--- src/rtl/block_pe_tile_sequencer_if.sv ---
// Job, operand and result handshakes of the PE tile sequencer.
// master drives jobs/operands/result-ready; slave is the sequencer.
interface block_pe_tile_sequencer_if #(
   parameter int KCNT_W = 8
);
   logic              cfg_valid_i;
   logic              cfg_ready_o;
   logic [KCNT_W-1:0] cfg_k_steps_i;
   logic [1:0]        cfg_prec_mode_i;
   logic [1:0]        cfg_fp_mode_i;
   logic [1:0]        cfg_prec_mode_quan_i;
   logic [1:0]        cfg_fp_mode_quan_i;
   logic              src_valid_i;
   logic              src_ready_o;
   logic              out_valid_o;
   logic              out_ready_i;

   modport master (
      output cfg_valid_i,
      output cfg_k_steps_i,
      output cfg_prec_mode_i,
      output cfg_fp_mode_i,
      output cfg_prec_mode_quan_i,
      output cfg_fp_mode_quan_i,
      output src_valid_i,
      output out_ready_i,
      input  cfg_ready_o,
      input  src_ready_o,
      input  out_valid_o
   );

   modport slave (
      input  cfg_valid_i,
      input  cfg_k_steps_i,
      input  cfg_prec_mode_i,
      input  cfg_fp_mode_i,
      input  cfg_prec_mode_quan_i,
      input  cfg_fp_mode_quan_i,
      input  src_valid_i,
      input  out_ready_i,
      output cfg_ready_o,
      output src_ready_o,
      output out_valid_o
   );
endinterface

--- src/rtl/block_pe_tile_sequencer.sv ---
// Sequences one Block_PE_wrapper through clear/accumulate/drain/send.
// SEQ_BACK_TO_BACK_EN lets the next job be accepted on the result handshake.
module block_pe_tile_sequencer #(
   parameter int KCNT_W = 8,
   parameter int PE_LAT = 1
) (
   input  logic                     clk_i,
   input  logic                     rstn,
   block_pe_tile_sequencer_if.slave bus,
   output logic                     pe_a_valid_o,
   output logic                     pe_b_valid_o,
   input  logic                     pe_a_ready_i,
   input  logic                     pe_b_ready_i,
   output logic [1:0]               pe_prec_mode_o,
   output logic [1:0]               pe_fp_mode_o,
   output logic [1:0]               pe_prec_mode_quan_o,
   output logic [1:0]               pe_fp_mode_quan_o,
   output logic                     pe_clear_o,
   output logic                     pe_send_output_o,
   output logic                     busy_o,
   output logic [KCNT_W-1:0]        step_cnt_o
);

   localparam int DW = $clog2(PE_LAT + 1);
   localparam logic [DW-1:0] DRN_LD = DW'(PE_LAT);
   localparam logic [DW-1:0] DRN_ONE = DW'(1);
   localparam logic [KCNT_W-1:0] ONE = KCNT_W'(1);

   typedef enum logic [2:0] {
      S_IDLE,
      S_CLEAR,
      S_ACCUM,
      S_DRAIN,
      S_SEND
   } state_t;

   state_t            state_q;
   state_t            state_d;
   logic [KCNT_W-1:0] k_eff_q;
   logic [KCNT_W-1:0] k_eff_d;
   logic [KCNT_W-1:0] step_q;
   logic [KCNT_W-1:0] step_d;
   logic [KCNT_W-1:0] step_inc;
   logic [KCNT_W-1:0] k_in;
   logic [DW-1:0]     drn_q;
   logic [DW-1:0]     drn_d;
   logic [7:0]        mode_q;
   logic [7:0]        mode_d;

   logic in_idle;
   logic in_clear;
   logic in_accum;
   logic in_drain;
   logic in_send;
   logic pe_rdy;
   logic cfg_rdy;
   logic cfg_acc;
   logic beat;
   logic out_hs;

   assign in_idle  = (state_q == S_IDLE);
   assign in_clear = (state_q == S_CLEAR);
   assign in_accum = (state_q == S_ACCUM);
   assign in_drain = (state_q == S_DRAIN);
   assign in_send  = (state_q == S_SEND);

   assign pe_rdy = pe_a_ready_i & pe_b_ready_i;
   assign out_hs = in_send & bus.out_ready_i;

`ifdef SEQ_BACK_TO_BACK_EN
   assign cfg_rdy = in_idle | out_hs;
`else
   assign cfg_rdy = in_idle;
`endif

   assign cfg_acc  = bus.cfg_valid_i & cfg_rdy;
   assign beat     = in_accum & bus.src_valid_i & pe_rdy;
   assign step_inc = step_q + ONE;

   // A zero-length job still runs one beat.
   assign k_in = (bus.cfg_k_steps_i == '0) ? ONE
                                           : bus.cfg_k_steps_i;

   always_comb begin
      state_d = state_q;
      k_eff_d = k_eff_q;
      step_d  = step_q;
      drn_d   = drn_q;
      mode_d  = mode_q;
      unique case (1'b1)
         in_idle: ;
         in_clear: state_d = S_ACCUM;
         in_accum: begin
            if (beat) begin
               step_d = step_inc;
               if (step_inc == k_eff_q) begin
                  state_d = S_DRAIN;
                  drn_d   = DRN_LD;
               end
            end
         end
         in_drain: begin
            drn_d = drn_q - DRN_ONE;
            if (drn_q == DRN_ONE) begin
               state_d = S_SEND;
            end
         end
         in_send: begin
            if (out_hs) begin
               state_d = S_IDLE;
            end
         end
         default: state_d = S_IDLE;
      endcase
      if (cfg_acc) begin
         state_d = S_CLEAR;
         k_eff_d = k_in;
         step_d  = '0;
         drn_d   = '0;
         mode_d  = {bus.cfg_prec_mode_i,
                    bus.cfg_fp_mode_i,
                    bus.cfg_prec_mode_quan_i,
                    bus.cfg_fp_mode_quan_i};
      end
   end

   always_ff @(posedge clk_i) begin
      if (!rstn) begin
         state_q <= S_IDLE;
         k_eff_q <= '0;
         step_q  <= '0;
         drn_q   <= '0;
         mode_q  <= '0;
      end else begin
         state_q <= state_d;
         k_eff_q <= k_eff_d;
         step_q  <= step_d;
         drn_q   <= drn_d;
         mode_q  <= mode_d;
      end
   end

   assign bus.cfg_ready_o = cfg_rdy;
   assign bus.src_ready_o = in_accum & pe_rdy;
   assign bus.out_valid_o = in_send;

   assign pe_a_valid_o     = in_accum & bus.src_valid_i;
   assign pe_b_valid_o     = in_accum & bus.src_valid_i;
   assign pe_clear_o       = in_clear;
   assign pe_send_output_o = in_send;
   assign busy_o           = ~in_idle;
   assign step_cnt_o       = step_q;

   assign {pe_prec_mode_o,
           pe_fp_mode_o,
           pe_prec_mode_quan_o,
           pe_fp_mode_quan_o} = mode_q;

`ifndef SYNTHESIS
   a_out_hold: assert property (
      @(posedge clk_i) disable iff (!rstn)
      bus.out_valid_o && !bus.out_ready_i |=> bus.out_valid_o);

   a_step_bound: assert property (
      @(posedge clk_i) disable iff (!rstn)
      step_q <= k_eff_q);

   a_mode_hold: assert property (
      @(posedge clk_i) disable iff (!rstn)
      !cfg_acc |=> $stable(mode_q));

   a_clear_pulse: assert property (
      @(posedge clk_i) disable iff (!rstn)
      pe_clear_o |=> !pe_clear_o);
`endif

endmodule

--- src/flat_wrapper.sv ---
// flat-port wrapper written by rule: the top's interface ports become plain ports
module block_pe_tile_sequencer_flat 
#(
   parameter int KCNT_W = 8,
   parameter int PE_LAT = 1
)
  (clk_i, rstn, pe_a_valid_o, pe_b_valid_o, pe_a_ready_i, pe_b_ready_i, pe_prec_mode_o, pe_fp_mode_o, pe_prec_mode_quan_o, pe_fp_mode_quan_o, pe_clear_o, pe_send_output_o, busy_o, step_cnt_o, bus_cfg_valid_i, bus_cfg_k_steps_i, bus_cfg_prec_mode_i, bus_cfg_fp_mode_i, bus_cfg_prec_mode_quan_i, bus_cfg_fp_mode_quan_i, bus_src_valid_i, bus_out_ready_i, bus_cfg_ready_o, bus_src_ready_o, bus_out_valid_o);
  block_pe_tile_sequencer_if #(.KCNT_W(KCNT_W)) bus_i ();
  input  logic clk_i;
  input  logic rstn;
  output logic pe_a_valid_o;
  output logic pe_b_valid_o;
  input  logic pe_a_ready_i;
  input  logic pe_b_ready_i;
  output logic [1:0] pe_prec_mode_o;
  output logic [1:0] pe_fp_mode_o;
  output logic [1:0] pe_prec_mode_quan_o;
  output logic [1:0] pe_fp_mode_quan_o;
  output logic pe_clear_o;
  output logic pe_send_output_o;
  output logic busy_o;
  output logic [KCNT_W-1:0] step_cnt_o;
  input wire logic [$bits(bus_i.cfg_valid_i)-1:0] bus_cfg_valid_i;
  input wire logic [$bits(bus_i.cfg_k_steps_i)-1:0] bus_cfg_k_steps_i;
  input wire logic [$bits(bus_i.cfg_prec_mode_i)-1:0] bus_cfg_prec_mode_i;
  input wire logic [$bits(bus_i.cfg_fp_mode_i)-1:0] bus_cfg_fp_mode_i;
  input wire logic [$bits(bus_i.cfg_prec_mode_quan_i)-1:0] bus_cfg_prec_mode_quan_i;
  input wire logic [$bits(bus_i.cfg_fp_mode_quan_i)-1:0] bus_cfg_fp_mode_quan_i;
  input wire logic [$bits(bus_i.src_valid_i)-1:0] bus_src_valid_i;
  input wire logic [$bits(bus_i.out_ready_i)-1:0] bus_out_ready_i;
  output wire logic [$bits(bus_i.cfg_ready_o)-1:0] bus_cfg_ready_o;
  output wire logic [$bits(bus_i.src_ready_o)-1:0] bus_src_ready_o;
  output wire logic [$bits(bus_i.out_valid_o)-1:0] bus_out_valid_o;
  assign bus_i.cfg_valid_i = bus_cfg_valid_i;
  assign bus_i.cfg_k_steps_i = bus_cfg_k_steps_i;
  assign bus_i.cfg_prec_mode_i = bus_cfg_prec_mode_i;
  assign bus_i.cfg_fp_mode_i = bus_cfg_fp_mode_i;
  assign bus_i.cfg_prec_mode_quan_i = bus_cfg_prec_mode_quan_i;
  assign bus_i.cfg_fp_mode_quan_i = bus_cfg_fp_mode_quan_i;
  assign bus_i.src_valid_i = bus_src_valid_i;
  assign bus_i.out_ready_i = bus_out_ready_i;
  assign bus_cfg_ready_o = bus_i.cfg_ready_o;
  assign bus_src_ready_o = bus_i.src_ready_o;
  assign bus_out_valid_o = bus_i.out_valid_o;
  block_pe_tile_sequencer #(.KCNT_W(KCNT_W), .PE_LAT(PE_LAT)) u_core (.clk_i(clk_i), .rstn(rstn), .bus(bus_i), .pe_a_valid_o(pe_a_valid_o), .pe_b_valid_o(pe_b_valid_o), .pe_a_ready_i(pe_a_ready_i), .pe_b_ready_i(pe_b_ready_i), .pe_prec_mode_o(pe_prec_mode_o), .pe_fp_mode_o(pe_fp_mode_o), .pe_prec_mode_quan_o(pe_prec_mode_quan_o), .pe_fp_mode_quan_o(pe_fp_mode_quan_o), .pe_clear_o(pe_clear_o), .pe_send_output_o(pe_send_output_o), .busy_o(busy_o), .step_cnt_o(step_cnt_o));
endmodule
--- config.mk ---
export PLATFORM = sky130hd
export DESIGN_NAME = block_pe_tile_sequencer_flat
export DESIGN_NICKNAME = d
export VERILOG_FILES = /design/src/rtl/block_pe_tile_sequencer_if.sv /design/src/rtl/block_pe_tile_sequencer.sv /design/src/flat_wrapper.sv
export SDC_FILE = /design/constraint.sdc
export NUM_CORES = 1
export LEC_CHECK = 0
export ABC_AREA = 1
export BUFFER_PORTS_ARGS = -buffer_cell sky130_fd_sc_hd__buf_4
export CORE_UTILIZATION = 53
export DETAILED_ROUTE_END_ITERATION = 8
export PLACE_DENSITY = 0.83
export RECOVER_POWER = 50
export SETUP_SLACK_MARGIN = 0.5
export SLEW_MARGIN = 20
export SYNTH_ARGS = -nofsm -noshare
export SYNTH_HDL_FRONTEND = slang
export SYNTH_SLANG_ARGS = --single-unit
--- constraint.sdc ---
create_clock -name clk_i -period 4.4 [get_ports clk_i]
set_input_delay 0.88 -clock clk_i [delete_from_list [all_inputs] [get_ports clk_i]]
set_output_delay 0.88 -clock clk_i [all_outputs]
set_load 0.03 [all_outputs]
==> impl_results.md <==
- Status: finished, final reports clean
- Port Buffers: 46
- Setup Fix Bufs, Post-CTS: 0
- Die W: 54.04 um
- Met3 Usage GRT: 0.05367
- Top cells by area, synth: dfxtp_1 (39%), nand2_1 (13%), a21oi_1 (8.4%), inv_1 (8.4%), nand3_1 (7.7%)
- Hold/Removal Path Class: flip-flop to flip-flop
- Grt met2 use: 0.4074
- Final net count: 283
- Final min period: 2288 ps
- Mapped cell area: 0.001435 sq mm
- Post-route clock period utilization: 0.5199
- First-pass GRT wire length: 5.223 mm
- Slack of the worst reg-to-reg path: 2170 ps
- Sequential area share after synthesis: 0.3906
- Worst setup margin: 2112 ps
- Share of cells above drive strength 1: 0.1899
- P_leak: 0.8301 nW
- Yosys warning total: 0
- Clock tree buffer depth: 2
- Worst-margin pin slew: 685.8 ps
- Hold Crit Endpoint: u_core.mode_q[4]
- Via count: 1464
- DR pass1 iterations: 4
- Routed Wire Length: 3.158 mm
- Grt ovf: 0
- Dpl hpwl: 2.383 mm
- Hold Path Depth: 2
- Largest area contributor in the netlist: dfxtp_1
- Data required time of the worst path: 3520 ps
- Drt initial violations: 37
- Core ar.: 0.002522 sq mm
- CTS sink cnt: 28
- RR Endpoint: u_core.step_cnt_o[5]
- Avg Cell Area, Syn: 6.675 sq um
- Worst Path Buf+Inv: 2
- Clk root buf: clkbuf_4
- R2r startpoint: u_core.state_q[0]
- Maximum vdd drop: 0.4334 mV
- Clock Latency Late Sink: 330 ps
- Post-CTS Hold Buffers: 0
- Max stage delay on crit path: 370 ps
- Crit. End Element: output pin
- Peak Freq: 437.2 MHz
- Max Cap Violations: 0
- Slew headroom: 0.5417
- RSZ-0062 raised after global routing: false
- Reg clk slew, reported paths: 160 ps
- Area delta synth->final: 25.02%
- Fillers: 232
- Most frequent cells in the layout: nand2_1 (50), buf_4 (37), inv_1 (33)
- Pre-CTS setup slack: 2084 ps
- Post-Syn Nets: 239
- WS Path Type: flip-flop to output pin
- Grt peak-use layer: met2
- R2r worst-path depth: 8
- Initial antenna violation count: 0
- CTS H-tree lvls: 1
- PwrDens: 468.6 mW/mm^2
- Die height: 54.04 um
- Detail Route Antenna Nets: 0
- Synth Register Bits: 28
- CTS tree: built
- Vias per cell: 5.083
- Met1 Use GR: 0.3130
- Hold_ws: 471.0 ps
- CP Cell Sequence: nor2_1 -> nand2_1 -> inv_1 -> buf_4
- Most common cell after layout, fill and taps aside: nand2_1
- Hold Fails Final Rpt: 0
- Distinct cell type count after synthesis: 24
- Cells after synthesis: 215
- Post-route DRC violation count: 0
- Die area: 0.002920 sq mm
- Critical path's top delay family: buffers and inverters
- Hold path startpoint: u_core.mode_q[4]
- Initial Util: 0.5689
- Number of global-route vias before repair: 1239
- DR WL/cell: 10.97 um
- Fin. max-slew vios: 0
- Worst path slowest cell: dfxtp_1
- Share of the synthesized area in the top cell type: 0.3906
- GR Util All Layers: 0.2469
- Startpoint types: flip-flop
- CTS Buf Count: 3
- Ant diodes: 0
- Final setup fails: 0
- Setup TNS: 0 ps
- Worst endpoint data arrival time: 1410 ps
- Largest net degree at the start of global routing: 26
- Final setup skew: 6.740 ps
- Ports: 47
- Rows: 18
- Number of gates resized after cts: 0
- Placer Congestion: 0.7915
- CP max FO: 10
==> registers in the layout (all words and copies together), names as in the netlist <==
name	cells
u_core.k_eff_q	8
u_core.drn_q	1
u_core.state_q	3
u_core.step_cnt_o	8
u_core.mode_q	8
==> layout make-up <==
class | instances | area [sq um] | share of cell area
Sequential cell | 28 | 560.5 | 0.3124
Tap cell | 30 | 37.54 | 0.02092
Clock buffer | 3 | 22.52 | 0.01255
Clock inverter | 1 | 30.03 | 0.01674
Timing Repair Buffer | 46 | 311.5 | 0.1736
Multi-Input combinational cell | 146 | 704.4 | 0.3926
Inverter | 34 | 127.6 | 0.07113
==> where the power goes <==
part           switching [W]  internal (W)  total [W]
combinational       0.000232      0.000110   0.000342
clock              0.0000772     0.0000921   0.000169
sequential         0.0000306      0.000299   0.000329
==> worst min-delay path, delay by kind of cell (launching register included) <==
family | cells | cell delay, ps
AOI/OAI and AO/OA | 1 | 50
DFF | 1 | 340
and+or+nand+nor | 1 | 60
==> per-layer routing <==
metal	up-vias	wire length, um
li1	786	-
met1	630	1525
met2	44	1432
met3	4	160
met4	0	39
met5	-	0
==> Yosys cell counts (all sizes together) <==
cell,number
clkbuf,1
ha,1
a31oi,1
clkinv,1
dfxtp,28
inv,33
a21oi,26
nor4,1
o21ai,16
nor3,3
buf,6
nand4,4
nand3,24
nand2,52
nor2,15
a211oi,3
==> kinds of logic (layout without fill, tap and decap cells) <==
kind of cell	Yosys count	in the layout	share of synthesized area
buf+inv	41	84	0.1168
fa+ha+maj	1	1	0.008717
simple gates	99	99	0.3121
compound gates	46	46	0.1718
flops	28	28	0.3906
==> through the flow <==
stage	instances	cell area [sq um]	power, W	util
CTS	288	1831	0.0008602	0.7257
global placement	284	1778	0.0006878	0.7049
global route	288	1794	0.0009022	0.7113
finish	288	1794	0.0008408	0.7113
floorplan	215	1435	0.0005848	-
detailed placement	284	1778	0.0006902	0.7049
==> how the worst max path moves through the flow <==
stage / startpoint / to / slack (ps) / depth (start not counted)
final: u_core.state_q[1] / bus_cfg_ready_o / 2110 / 4
after global routing: u_core.state_q[0] / u_core.step_cnt_o[3] / 1910 / 8
after CTS: u_core.state_q[0] / pe_a_valid_o / 2140 / 4
after detailed placement: pe_a_ready_i / u_core.state_q[1] / 2080 / 10
after global placement: pe_a_ready_i / u_core.state_q[1] / 2140 / 10
after floorplan: bus_src_valid_i / pe_b_valid_o / 1890 / 3
Note: power is estimated with default switching activity, not from simulation.
